[config.mk]
export PLATFORM = sky130hd
export DESIGN_NAME = fetch_unit
export DESIGN_NICKNAME = d
export VERILOG_FILES = /design/src/rtl/fetch_pkg.sv /design/src/rtl/fetch_queue.sv /design/src/rtl/fetch_unit.sv
export SDC_FILE = /design/constraint.sdc
export NUM_CORES = 1
export LEC_CHECK = 0
export BUFFER_PORTS_ARGS = -buffer_cell sky130_fd_sc_hd__buf_2
export CAP_MARGIN = 10
export CORE_UTILIZATION = 30
export DETAILED_ROUTE_END_ITERATION = 12
export PLACE_DENSITY_LB_ADDON = 0.12
export SYNTH_ARGS = -nofsm -noshare
export SYNTH_HDL_FRONTEND = slang
export SYNTH_SLANG_ARGS = --single-unit
[constraint.sdc]
create_clock -name clk -period 36.3 [get_ports clk]
set_input_delay 3.63 -clock clk [delete_from_list [all_inputs] [get_ports clk]]
set_output_delay 3.63 -clock clk [all_outputs]
set_load 0.005 [all_outputs]
[src/rtl/fetch_pkg.sv]
// fetch_pkg: shared types and constants for the instruction-fetch stage
package fetch_pkg;
    localparam int INSTR_BYTES = 4;
    typedef enum logic {IDLE, WAIT} fetch_state_t;
    typedef struct packed {
        logic [63:0] pc;
        logic [31:0] instr;
    } fq_entry_t;
endpackage

[src/rtl/fetch_queue.sv]
// fetch_queue: first-word fall-through FIFO of fetched {pc, instr} entries with flush
module fetch_queue
    import fetch_pkg::*;
#(
    parameter int LOG_DEPTH = 2
) (
    input  logic                 clk,
    input  logic                 reset,
    input  logic                 push,
    input  logic                 pop,
    input  logic                 flush,
    input  fq_entry_t            push_data,
    output fq_entry_t            head,
    output logic [LOG_DEPTH:0]   count
);
    localparam int DEPTH = 1 << LOG_DEPTH;
    fq_entry_t mem [DEPTH];
    logic [LOG_DEPTH-1:0] wr_ptr, rd_ptr;
    logic do_push, do_pop;
    assign do_pop  = pop & (count != '0);
    assign do_push = push & (count != (LOG_DEPTH+1)'(DEPTH));
    // Empty queue presents zeros so decode never sees stale storage.
    assign head = (count != '0) ? mem[rd_ptr] : '0;
    always_ff @(posedge clk) begin
        if (reset || flush) begin
            wr_ptr <= '0;
            rd_ptr <= '0;
            count  <= '0;
        end else begin
            wr_ptr <= wr_ptr + LOG_DEPTH'(do_push);
            rd_ptr <= rd_ptr + LOG_DEPTH'(do_pop);
            count  <= count + (LOG_DEPTH+1)'(do_push) - (LOG_DEPTH+1)'(do_pop);
        end
    end
    always_ff @(posedge clk)
        if (do_push && !flush && !reset) mem[wr_ptr] <= push_data;
endmodule

[src/rtl/fetch_unit.sv]
// fetch_unit: holds the PC, issues one I-cache request at a time and queues
// returned instructions for decode; redirects flush the queue and drop stale data.
module fetch_unit
    import fetch_pkg::*;
#(
    parameter int                    ADDR_WIDTH         = 64,
    parameter int                    LOG_WORDS_PER_LINE = 4,
    parameter int                    LINE_ADDR_WIDTH    = 58,
    parameter int                    WORD_SIZE          = 4,
    parameter int                    LOG_FQ_DEPTH       = 2,
    parameter logic [ADDR_WIDTH-1:0] RESET_PC           = 64'h0
) (
    input  logic                       clk,
    input  logic                       reset,
    input  logic                       fetch_en,
    input  logic                       redirect_valid,
    input  logic [ADDR_WIDTH-1:0]      redirect_pc,
    output logic                       proc_req,
    output logic [LINE_ADDR_WIDTH-1:0] proc_line_addr,
    output logic [LOG_WORDS_PER_LINE-1:0] proc_word_select,
    input  logic                       proc_ack,
    input  logic [31:0]                proc_data_out,
    output logic                       dec_valid,
    output logic [31:0]                dec_instr,
    output logic [ADDR_WIDTH-1:0]      dec_pc,
    input  logic                       dec_ready
);
    localparam int BYTE_BITS = $clog2(WORD_SIZE);
    localparam logic [ADDR_WIDTH-1:0] ALIGN_MASK = ~ADDR_WIDTH'(INSTR_BYTES - 1);
    fetch_state_t state_q, state_d;
    logic [ADDR_WIDTH-1:0] pc_q, pc_d, pend_q, pend_d, redir_pc;
    logic stale_q, stale_d, push, has_room;
    logic [LOG_FQ_DEPTH:0] count;
    fq_entry_t head;
    assign redir_pc         = redirect_pc & ALIGN_MASK;
    assign proc_line_addr   = pc_q[ADDR_WIDTH-1 -: LINE_ADDR_WIDTH];
    assign proc_word_select = pc_q[BYTE_BITS +: LOG_WORDS_PER_LINE];
    assign has_room         = count < (LOG_FQ_DEPTH+1)'(1 << LOG_FQ_DEPTH);
    always_ff @(posedge clk) begin
        if (reset) begin
            state_q <= IDLE;
            pc_q    <= RESET_PC & ALIGN_MASK;
            pend_q  <= '0;
            stale_q <= 1'b0;
        end else begin
            state_q <= state_d;
            pc_q    <= pc_d;
            pend_q  <= pend_d;
            stale_q <= stale_d;
        end
    end
    // pc_q only moves in IDLE or on the ack edge, so the cache sees a stable address while waiting.
    always_comb begin
        state_d  = state_q;
        pc_d     = pc_q;
        pend_d   = pend_q;
        stale_d  = stale_q;
        push     = 1'b0;
        proc_req = 1'b0;
        if (state_q == IDLE) begin
            pc_d    = redirect_valid ? redir_pc : pc_q;
            state_d = (fetch_en && has_room && !redirect_valid) ? WAIT : IDLE;
        end else begin
            proc_req = ~proc_ack;
            if (proc_ack) begin
                state_d = IDLE;
                stale_d = 1'b0;
                pc_d    = redirect_valid ? redir_pc : stale_q ? pend_q : pc_q + ADDR_WIDTH'(WORD_SIZE);
                push    = ~redirect_valid & ~stale_q;
            end else if (redirect_valid) begin
                pend_d  = redir_pc;
                stale_d = 1'b1;
            end
        end
    end
    fetch_queue #(.LOG_DEPTH(LOG_FQ_DEPTH)) u_queue (
        .clk       (clk),
        .reset     (reset),
        .push      (push),
        .pop       (dec_ready),
        .flush     (redirect_valid),
        .push_data ('{pc: 64'(pc_q), instr: proc_data_out}),
        .head      (head),
        .count     (count)
    );
    assign dec_valid = count != '0;
    assign dec_instr = head.instr;
    assign dec_pc    = head.pc[ADDR_WIDTH-1:0];
endmodule

After elaboration in Yosys (flattened, before gate mapping)
Memory sizes are Yosys's and may differ from the RTL's. A register that Yosys moved wholly into a read port is not among the register bits.
Cells that the tools add are included.
{ "classes": {"addsub": 5, "order_cmp": 1, "eq_ne": 2, "muxes": 17, "bitwise_logic": 6, "reduce_logical": 13} }
{ "op_table": {"columns": ["operator", "n"], "rows": [
  ["64-bit two-way mux", 5],
  ["96-bit two-way mux", 1],
  ["64-bit by 3-bit adder with 64-bit output (second input constant)", 1],
  ["1-bit two-way mux", 10],
  ["2-bit by 1-bit adder with 2-bit output", 2],
  ["1-bit logical AND", 4],
  ["2-bit AND reduction", 2],
  ["2-bit nonzero test", 2],
  ["3-bit by 1-bit adder with 3-bit output", 1],
  ["1-bit bitwise AND", 3],
  ["3-bit < comparator (second input constant)", 1],
  ["3-bit != test (second input constant)", 1],
  ["1-bit inverter", 3],
  ["3-bit AND reduction", 1],
  ["3-bit nonzero test", 1],
  ["3-bit by 1-bit subtractor with 3-bit output", 1],
  ["1-bit logical NOT", 2],
  ["2-bit two-way mux", 1],
  ["2-bit != test (second input constant)", 1],
  ["1-bit logical OR", 1]
]} }
{ "totals": {"ff_bits": 135, "mem_bits_rw": 384, "input_bits": 102, "output_inout_bits": 160, "n_memories": 1} }
{ "memory_table": {"columns": ["name", "depth", "width", "read_ports", "rd_ports_with_merged_regs", "wr", "line_no", "text"], "rows": [
  ["u_queue.mem", 4, 96, 1, 1, 1, "fetch_queue.sv:17", "fq_entry_t mem [DEPTH];"]
]} }

Depth between registers and ports, before layout
Gate-level depths: netlist (run 1).
{ "depth": {"word_depth": 9, "mapped_depth": 12} }

Cells and area by module
Synthesis (run 1) repeated with hierarchy kept, for this count alone.
{ "hier_totals": {"cells_unflattened": 1564, "hier_area_um2": 21620.7} }
{ "modules_own_cells": {"columns": ["mod", "instances", "cells_per_inst", "area_each_um2", "seq_area_each_um2"], "rows": [
  ["fetch_queue", 1, 647, 14864.3, 11671.2],
  ["fetch_unit", 1, 917, 6756.5, 2522.4]
]} }

Worst setup path before layout (run 1)
No wires, ideal clock.
{ "synth_timing": {"path_type": "input port to flip-flop", "from": "input redirect_valid", "to": "memory u_queue.mem[1][0] in the netlist's numbering, enable pin", "setup_time_ns": 0.810, "t_arrival_ns": 14.016, "required_time_ns": 35.490, "slack_ns": 21.474, "stages": 5, "n_path_buf": 1, "path_cell_list": "clkbuf_1 > nand2b_1 > nor2_1 > nand3_1 > nor4b_1"} }
{ "synth_via": {"elab_chain_cells": 9, "elab_cells_between_ends": 10, "classes_between": "mux (4); bitwise (3); reduce/logical (3)"} }
{ "synth_rtl": {"columns": ["element", "line_no", "text"], "rows": [
  ["from (decl)", "fetch_unit.sv:16", "input logic redirect_valid,"],
  ["1-bit inverter", "fetch_unit.sv:69", "push = ~redirect_valid & ~stale_q;"],
  ["1-bit bitwise AND", "fetch_unit.sv:69", null],
  ["1-bit two-way mux", "fetch_unit.sv:65", "if (proc_ack) begin"],
  ["1-bit two-way mux", "fetch_unit.sv:60", "if (state_q == IDLE) begin"],
  ["1-bit bitwise AND", "fetch_queue.sv:21", "assign do_push = push & (count != (LOG_DEPTH+1)'(DEPTH));"],
  ["1-bit logical AND * (2 in a row)", "fetch_queue.sv:36", "if (do_push && !flush && !reset) mem[wr_ptr] <= push_data;"],
  ["1-bit two-way mux *", "fetch_queue.sv:36", null],
  ["1-bit two-way mux (not written as such) *", "fetch_queue.sv:36", null],
  ["to (decl)", "fetch_queue.sv:17", null]
]} }
Every way passes the cells marked *; elsewhere a longest branch is shown, timed or not.

Worst setup path in the final report (run 1)
{ "layout_timing": {"from": "input proc_ack", "to": "output proc_req"} }
{ "layout_via": {"elab_chain_cells": 2} }
{ "layout_rtl": {"columns": ["element", "line_no", "text"], "rows": [
  ["from (decl)", "fetch_unit.sv:21", "input logic proc_ack,"],
  ["1-bit inverter (no source line)", null, null],
  ["1-bit two-way mux", "fetch_unit.sv:60", null],
  ["to (decl)", "fetch_unit.sv:18", "output logic proc_req,"]
]} }
Every way passes these cells.

==> results of run 1 <==
[metal layers]
layer	vias up	part of all wire	track usage
li1	6436	-	-
met1	7088	0.46	0.242
met2	323	0.47	0.277
met3	98	0.058	0.0387
met4	12	0.018	0.0398
met5	-	0.0012	0
[cells in the final DEF, fill, tap and decap left out, types with 4 or more instances in the layout]
cell / n
a31oi_1: 10
edfxtp_1: 376
o21a_1: 4
and3_1: 13
a22oi_1: 6
nor2_1: 69
o221a_2: 4
a221oi_1: 20
o21ai_0: 42
a211oi_1: 25
mux2i_1: 7
nand4_1: 19
clkinv_2: 7
clkbuf_16: 57
and2_1: 103
nor4_1: 11
or3_1: 6
o221ai_1: 4
nand3_1: 36
and4_1: 5
dfxtp_1: 130
buf_2: 256
mux4_2: 94
bufinv_16: 6
clkbuf_1: 21
o22ai_1: 9
inv_1: 17
xnor2_1: 17
ha_1: 5
clkinv_1: 9
buf_4: 27
nand2_1: 184
nand2b_1: 5
xor2_1: 9
nor3_1: 48
a21oi_1: 104
a221o_1: 15
[final cells by class]
class                   count  area [µm²]
diodes                      1        2.50
clock buffers              78        1510
inverters                  17        63.8
clock inverters            28         300
flip-flops and latches    509       14000
repair buffers            283        1480
fillers                  6848       44600
multi-input cells         929        6900
well taps                 940        1180
[state kept, by name, summed over array words and instances (netlist names)]
name            cells
u_queue.mem       376
pc_q               62
pend_q             62
u_queue.count       3
u_queue.rd_ptr      2
u_queue.wr_ptr      2
stale_q             1
state_q             1
[power breakdown]
| group | leakage [nW] | switching, mW | internal (mW) |
|---|---|---|---|
| combinational | 3.25 | 0.0398 | 0.0261 |
| sequential | 4.52 | 0.0159 | 0.633 |
| clock | 0.875 | 0.235 | 0.332 |
[worst min-delay path by stage]
stage	start	end	depth (start not counted)
2_1_floorplan	pend_q[9]	pend_q[9]	2
3_3_place_gp	pend_q[50]	pend_q[50]	2
3_5_place_dp	pend_q[29]	pend_q[29]	2
4_1_cts	pend_q[29]	pend_q[29]	2
5_1_grt	pend_q[58]	pend_q[58]	2
6_report	pend_q[28]	pend_q[28]	2
[kinds of logic (layout without fill, tap and decap cells)]
group | count (synthesis) | in the layout | share of synthesized area
AO/OA/AOI/OAI | 271 | 271 | 0.0824
XOR/XNOR | 26 | 26 | 0.0107
adder cells (fa/ha/maj) | 6 | 6 | 0.00388
buffers and inverters | 123 | 406 | 0.0223
flip-flops | 509 | 509 | 0.656
multiplexers | 102 | 102 | 0.103
other | 1 | 3 | 0.000176
AND/OR/NAND/NOR | 522 | 522 | 0.121
[worst min-delay path: stages (launching register included)]
cell and delay (ps):
dfxtp_1 300, nand2_1 50, a21oi_1 50
==> run_results.csv, run 1 <==
group,metric,value,unit
run_status,outcome,"finished, final reports clean",
drt,totalWireLength,63300,µm
cts,worstSkewPairLatency,630,ps
setup_path,wp_buf_inv,3,
setup_path,critical_path_arrival,4450,ps
drt,avgRoutedWirePerCell,22.7,µm
cts,tritoncts.num_buffers,56,
cts,cts_repair_resize_count,0,
cts,htreeDepth,2,
drt,avgViaCountPerCell,5.01,
global_route,grt_max_degree,84,
yosys,avgSynthCellArea,13.6,µm²
yosys,netlist_area,0.0213,mm²
setup_path,worst_path_required_time,32670,ps
timing,timing_worst_slew_pin_value,1030,ps
yosys,post-synth-top-count-cell,"edfxtp_1",
drt,number_of_vias_in_the_routed_layout,14000,
pwr,p_leak,8.65,nW
timing,normalized_max_slew_margin,0.311,
yosys,synth_area_leaders,"edfxtp_1, dfxtp_1, mux4_2",
place,detailedPlace.worstSlack,28250,ps
cts,cts_setup_buffers,0,
worst_hold_path,holdCritPathClass,"reg -> reg",
global_route,grt_antenna_before_repair,8,
place,placement.cell_area,0.0236,mm²
setup_path,setup.worst_path.start,"proc_ack",
cts,cts_tree,"done",
yosys,ys_top_cells_by_count,"edfxtp_1, nand2_1, dfxtp_1",
setup_path,endpoint_kind,"primary output",
global_route,overflow_after_grt,0,
cells_and_area,utilization_after_layout,0.363,
run,drv_cap,0,
timing,setup_violations,0,
setup_path,path_depth,4,
cts,clock_tree.root_cell,"clkbuf_16",
timing,worst_hold_slack,450,ps
setup_path,timing.critical_path.from_type,"input pin",
timing,maxSlewViolCount,0,
timing,layout_min_cycle_time,8080,ps
global_route,first_pass_grt_wire_length,92600,µm
setup_path,cpLargestDelayFamily,"buffers and inverters",
yosys,number_of_enable_type_register_cells_in_the_synthesized_netlist,376,
floorplanning,die_area,0.0720,mm²
yosys,synth-seq-cells,509,
pwr,power_density,50.5,mW/mm²
cts,cts_hold_buffers,0,
pwr,design_power_total,1.28,mW
place,number_of_port_buffers,257,
timing,fin_ws,28220,ps
cts,numClockSinks,509,
setup_path,crit-reg2reg-launch,"pc_q[2]",
yosys,syn_inst,1560,
place,dp.final_hpwl,38200,µm
drt,remaining_drc_errors,0,
yosys,ys.flop_type,"edfxtp_1",
cells_and_area,flow.area_growth_from_synthesis,19.4,%
timing,post-route-period-util,0.223,
floorplanning,core_box_area,0.0700,mm²
setup_path,cp-endpoint,"proc_req",
floorplanning,die_w,268,µm
yosys,yosys_warnings,0,
pwr,ir_drop,0.0336,mV
setup_path,worst-r2r-cell-count,7,
yosys,async_flop_share,0,
drt,dr.first_iter.drc_count,940,
floorplanning,core.rowCount,97,
yosys,netlist.top_cell.by_area,"edfxtp_1",
floorplanning,boundaryPins,262,
timing,final-hold-violation-count,0,
global_route,grtUsageTotal,0.174,
setup_path,path_common_cell,"buf_2",
setup_path,critical_path_cell_by_cell,"buf_2, nand2b_1, inv_1, buf_2",
yosys,proportion_of_synthesized_chip_area_in_sequential_cells,0.656,
yosys,synth_largest_type_area_fraction,0.531,
timing,clock_skew,29.3,ps
cells_and_area,post_layout_nonfiller_instances,2785,
cts,clock_slew_at_reported_path_ffs,60,ps
setup_path,worst-setup-path-type,"in -> out",
drt,drt_first_pass_iters,5,
place,dp.cells,2678,
cells_and_area,fin_nets,1904,
yosys,yosys.cell_types.count,66,
cells_and_area,fin_area,0.0254,mm²
floorplanning,floorplan.initialDensity,0.304,
setup_path,reg2reg_slack,32740,ps
floorplanning,chipHeight,268,µm
global_route,first_global_vias,13800,
cells_and_area,layout-drive-gt1-share,0.259,
place,routabilityCongestion,0.768,
cts,cts-root-to-sink-buffers,3,
setup_path,cpMaxStageDelayCell,"nand2b_1",
timing,finalSetupTns,0,ps
setup_path,regToRegEndpoint,"pc_q[48]",
setup_path,timing.critical_path.fanout_max,6,
timing,setup_repair_after_global_routing_missed_its_margin,"no",
setup_path,crit_path_max_incr_delay,310,ps
drt,post_route_ant_nets,0,
timing,fmax,124,MHz
No activity file was read; power rests on OpenSTA's default activity.
==> run 2, diff against run 1 <==
==> constraint.sdc (replaced) <==
create_clock -name clk -period 8.4 [get_ports clk]
set_input_delay 0.84 -clock clk [delete_from_list [all_inputs] [get_ports clk]]
set_output_delay 0.84 -clock clk [all_outputs]
set_load 0.005 [all_outputs]
==> run 2 against run 1 <==
- utilization shrank 0.050 points
- final cell count about the same
- die area did not move
- sequential cell count unchanged
- power increased to 4.3 times the previous value
==> run_results.csv, run 2 (same netlist as run 1, synthesis figures left out) <==
group,metric,value,unit
global_route,grtUsageTotal,0.175,
cts,cts_tree,"done",
cells_and_area,n_fill_cell,6872,
global_route,overflow_after_grt,0,
floorplanning,floorplan.initialDensity,0.304,
setup_path,crit_path_max_incr_delay,990,ps
cts,cts_hold_buffers,0,
timing,fmax,255,MHz
global_route,first_pass_grt_wire_length,93400,µm
place,number_of_port_buffers,257,
cts,htreeDepth,2,
pwr,ir_drop,0.157,mV
floorplanning,die_w,268,µm
cts,cts-root-to-sink-buffers,3,
setup_path,regToRegEndpoint,"pc_q[60]",
timing,finalSetupTns,0,ps
cells_and_area,utilization_after_layout,0.362,
cells_and_area,fin_nets,1903,
worst_hold_path,worst_hold_path.endpoint,"u_queue.mem[2][16]",
timing,setup_repair_after_global_routing_missed_its_margin,"no",
timing,maxSlewViolCount,0,
floorplanning,core.rowCount,97,
setup_path,worst-r2r-cell-count,7,
pwr,p_leak,8.60,nW
timing,fin_ws,4490,ps
drt,post_route_ant_nets,0,
drt,dr.first_iter.drc_count,1088,
cells_and_area,layout_common_cells,"edfxtp_1, buf_2, nand2_1, dfxtp_1, a21oi_1",
place,detailedPlace.worstSlack,4130,ps
run_status,outcome,"finished, final reports clean",
worst_hold_path,worst_hold_path.num_cells,1,
cts,tritoncts.num_buffers,57,
timing,final-hold-violation-count,0,
cells_and_area,reg.largest.list,"u_queue.mem x376, pc_q x62, pend_q x62",
drt,number_of_vias_in_the_routed_layout,14100,
pwr,design_power_total,5.45,mW
run,drv_cap,0,
worst_hold_path,holdCritPathClass,"in -> reg",
cells_and_area,largest_reg_flops,376,
cts,cts_repair_resize_count,0,
drt,avgViaCountPerCell,5.07,
floorplanning,chipHeight,268,µm
timing,clock_skew,19.7,ps
timing,normalized_max_slew_margin,0.347,
cts,clock_slew_at_reported_path_ffs,60,ps
setup_path,timing.critical_path.fanout_max,56,
cts,clock_tree.root_cell,"clkbuf_16",
setup_path,crit-reg2reg-launch,"pc_q[2]",
timing,layout_min_cycle_time,3910,ps
timing,timing_worst_slew_pin_value,979,ps
drt,avgRoutedWirePerCell,22.8,µm
timing,worst_hold_slack,451,ps
setup_path,endpoint_kind,"primary output",
cells_and_area,max_flop_register,"u_queue.mem",
cells_and_area,flow.area_growth_from_synthesis,19.3,%
setup_path,cpMaxStageDelayCell,"dfxtp_4",
place,dp.final_hpwl,38700,µm
setup_path,worst-setup-path-type,"reg -> out",
floorplanning,core_box_area,0.0700,mm²
floorplanning,boundaryPins,262,
setup_path,critical_path_arrival,3070,ps
place,routabilityCongestion,0.771,
setup_path,critical_path_cell_by_cell,"buf_4, mux4_2, and2_1, buf_2",
cells_and_area,layout-drive-gt1-share,0.255,
cts,worstSkewPairLatency,610,ps
timing,setup_violations,0,
drt,remaining_drc_errors,0,
worst_hold_path,worstHoldStart,"proc_data_out[16]",
drt,totalWireLength,63600,µm
setup_path,reg2reg_slack,4750,ps
global_route,grt_max_degree,79,
setup_path,worst_path_required_time,7560,ps
cts,cts_setup_buffers,0,
setup_path,timing.critical_path.from_type,"flop",
drt,drt_first_pass_iters,5,
floorplanning,die_area,0.0720,mm²
pwr,power_density,215,mW/mm²
cts,numClockSinks,509,
cells_and_area,layout_commonest_cell,"edfxtp_1",
global_route,first_global_vias,14100,
timing,post-route-period-util,0.466,
global_route,grt_antenna_before_repair,9,
==> run 2: cell types whose count changed in the layout (fill, tap and decap cells not counted), moves of 2 or more <==
cell       change
buf_4          -4
bufinv_16      -4
clkbuf_16      +2
clkbuf_8       +2
clkinv_1       +5
clkinv_2       -4
clkinv_4       -2
diode_2        +4
inv_6          -2
==> run 2: worst max-delay path by stage <==
stage	from	end	slack (ps)	depth (start not counted)
4_1_cts	u_queue.rd_ptr[1]	dec_pc[30]	4340	4
3_5_place_dp	redirect_valid	u_queue.mem[3][42]	4130	7
5_1_grt	u_queue.rd_ptr[1]	dec_pc[30]	4300	4
6_report	u_queue.rd_ptr[1]	dec_pc[30]	4490	4
2_1_floorplan	redirect_valid	u_queue.mem[1][0]	1090	5
3_3_place_gp	redirect_valid	u_queue.mem[3][63]	4150	7
==> run 2: layout make-up <==
class	instances	area (µm²)	share of cell area
sequential	509	14000	0.550
multi-input combinational	929	6920	0.273
clock buffer	83	1590	0.0626
timing repair buffer	281	1490	0.0587
tap	940	1180	0.0464
clock inverter	22	151	0.00597
inverter	17	63.8	0.00252
antenna	5	12.5	0.000493
==> run 2: power breakdown <==
group          internal, mW  total (mW)  switching, mW  leakage (nW)
sequential             2.73        2.81         0.0736          4.52
combinational         0.112       0.283          0.171          3.25
clock                  1.36        2.36           1.00         0.834
total                  4.21        5.45           1.25          8.60
==> run 2: metal layers <==
metal / GRT usage / part of all wire / vias up
met3: 0.0342 / 0.062 / 79
li1: - / - / 6451
met2: 0.282 / 0.47 / 407
met4: 0.0378 / 0.015 / 4
met1: 0.245 / 0.45 / 7173
met5: 0 / 0.00030 / -
==> run 2: worst max-delay path, delay by kind of cell, from the launching register on <==
family                 cells  cell delay (ps)
flip-flops                 1              990
buffers and inverters      2              840
multiplexers               1              400
AND/OR/NAND/NOR            1              200
==> run 2: metrics by stage <==
stage                     area [µm²]  cells
after global routing           25400   2782
after detailed placement       23600   2675
final                          25400   2786
after global placement         23600   2675
after CTS                      25300   2780
after floorplan                21300   1561
==> run 3, diff against run 2 <==
==> constraint.sdc (replaced) <==
create_clock -name clk -period 4 [get_ports clk]
set_input_delay 0.4 -clock clk [delete_from_list [all_inputs] [get_ports clk]]
set_output_delay 0.4 -clock clk [all_outputs]
set_load 0.005 [all_outputs]
==> run 3 against run 2 <==
- combinational power rose by 130%
- register-to-register slack got worse by 4100 ps
- clock skew is 1.3 ps lower
- count of clock-buffer cells in the layout decreased by 14
- critical path depth grew 4
- final cell count is 1.7% higher
- wire length increased by 0.20%
- sequential cell count stayed put
- sequential share of layout area fell by 1.4 points
- hold slack worse by 410 ps
- critical path type is now reg -> reg
- highest routed layer unchanged
==> run_results.csv, run 3 (same netlist as run 1, synthesis figures left out) <==
group,metric,value,unit
pwr,sw_frac_of_total,0.228,
cts,cts_repair_resize_count,0,
pwr,p_leak,8.93,nW
setup_path,worst-r2r-cell-count,8,
pwr,ir_drop,0.297,mV
cells_and_area,reg.largest.list,"u_queue.mem x376, pc_q x62, pend_q x62",
cells_and_area,largest_reg_flops,376,
pwr,switching_power,2.69,mW
global_route,grtUsageTotal,0.175,
worst_hold_path,worst_hold_path.num_cells,3,
cts,htreeDepth,2,
floorplanning,core.rowCount,97,
timing,setup_violations,0,
floorplanning,boundaryPins,262,
setup_path,worst_path_required_time,4510,ps
pwr,p_comb_frac,0.056,
drt,post_route_ant_nets,0,
cts,worstSkewPairLatency,610,ps
cts,numClockSinks,509,
timing,layout_min_cycle_time,3340,ps
floorplanning,chipHeight,268,µm
timing,normalized_max_slew_margin,0.303,
pwr,power.share.sequential,0.499,
timing,timing_worst_slew_pin_value,1040,ps
cells_and_area,utilization_after_layout,0.372,
run_status,outcome,"finished, final reports clean",
cells_and_area,max_flop_register,"u_queue.mem",
drt,remaining_drc_errors,0,
setup_path,timing.critical_path.fanout_max,11,
global_route,first_global_vias,14000,
timing,maxSlewViolCount,0,
floorplanning,die_area,0.0720,mm²
global_route,grt_antenna_before_repair,5,
setup_path,critical_path_arrival,3850,ps
pwr,design_power_total,11.8,mW
cells_and_area,flow.area_growth_from_synthesis,22.5,%
cts,cts-root-to-sink-buffers,3,
setup_path,worst-setup-path-type,"reg -> reg",
floorplanning,die_w,268,µm
timing,setup_repair_after_global_routing_missed_its_margin,"no",
pwr,power_density,452,mW/mm²
global_route,first_pass_grt_wire_length,93100,µm
cts,clock_tree.root_cell,"clkbuf_16",
cts,cts_hold_buffers,32,
cts,clock_slew_at_reported_path_ffs,60,ps
cts,cts_setup_buffers,0,
timing,post-route-period-util,0.835,
drt,avgViaCountPerCell,5.03,
pwr,power_frac_clock,0.445,
global_route,grt_max_degree,78,
drt,dr.first_iter.drc_count,949,
place,routabilityCongestion,0.759,
cells_and_area,layout_common_cells,"edfxtp_1, buf_2, nand2_1, dfxtp_1, a21oi_1",
drt,avgRoutedWirePerCell,22.5,µm
place,dp.final_hpwl,40000,µm
cts,tritoncts.num_buffers,57,
run,drv_cap,0,
cells_and_area,layout_commonest_cell,"edfxtp_1",
cts,cts_tree,"done",
global_route,overflow_after_grt,0,
drt,drt_first_pass_iters,5,
floorplanning,floorplan.initialDensity,0.304,
worst_hold_path,holdCritPathClass,"in -> reg",
pwr,power.internal,9.08,mW
drt,totalWireLength,63700,µm
cells_and_area,layout-drive-gt1-share,0.268,
timing,worst_hold_slack,40.2,ps
timing,clock_skew,18.5,ps
floorplanning,core_box_area,0.0700,mm²
setup_path,endpoint_kind,"flop",
timing,fmax,299,MHz
cells_and_area,fin_nets,1954,
timing,final-hold-violation-count,0,
drt,number_of_vias_in_the_routed_layout,14200,
setup_path,timing.critical_path.from_type,"flop",
place,number_of_port_buffers,257,
-- run 3: changes by cell type in the layout (fill, tap and decap cells not counted), moves of 8 or more --
cell	previous run	this run
clkinv_2	3	14
buf_4	23	35
clkbuf_1	22	7
dlygate4sd3_1	0	32
buf_12	1	9
-- run 3: layout make-up --
class,count,area [µm²]
Multi-Input combinational cell,929,6950
Inverter,17,63.8
Tap cell,940,1180
Clock inverter,36,327
Timing Repair Buffer,332,2040
Clock buffer,69,1520
Antenna cell,1,2.50
Sequential cell,509,14000
Fill cell,6790,44000
-- run 3: through the flow --
step                      worst slack [ps]  TNS (ps)  area [µm²]  cells
after floorplan                       -513    -85200       21400   1561
after global placement                 711         0       23900   2695
after detailed placement               666         0       23900   2695
after CTS                              656         0       26000   2832
after global routing                   495         0       26000   2833
final                                  660         0       26000   2833
-- run 3: power groups by stage --
stage	combinational, mW	clock (mW)	sequential (mW)
5_1_grt	0.724	5.57	5.89
6_report	0.660	5.23	5.88
2_1_floorplan	0.328	0	5.94
3_3_place_gp	0.639	0	5.98
3_5_place_dp	0.644	0	5.99
4_1_cts	0.671	5.37	5.88
-- run 3: metal layers --
| layer | global-route usage | routed length, µm |
|---|---|---|
| met1 | 0.239 | 28900 |
| met4 | 0.0437 | 1300 |
| met5 | 0 | 13 |
| met2 | 0.281 | 29900 |
| met3 | 0.0371 | 3630 |
-- run 3: path summary, 6_finish.rpt --
| path | start | to | slack (ps) |
|---|---|---|---|
| worst max-delay path | pc_q[3] | pc_q[48] | 660 |
| worst min-delay path | redirect_pc[37] | pend_q[37] | 40 |
| worst max register to register | pc_q[3] | pc_q[48] | 660 |
| worst min register to register | pend_q[9] | pend_q[9] | 450 |
-- run 3: worst max-delay path, stage by stage (launching register included) --
cell,delay [ps]
dfxtp_1,310
buf_4,160
ha_1,190
nand3_1,380
or3_1,700
or4b_1,860
nor2_2,190
mux2i_1,100
a2111oi_2,350
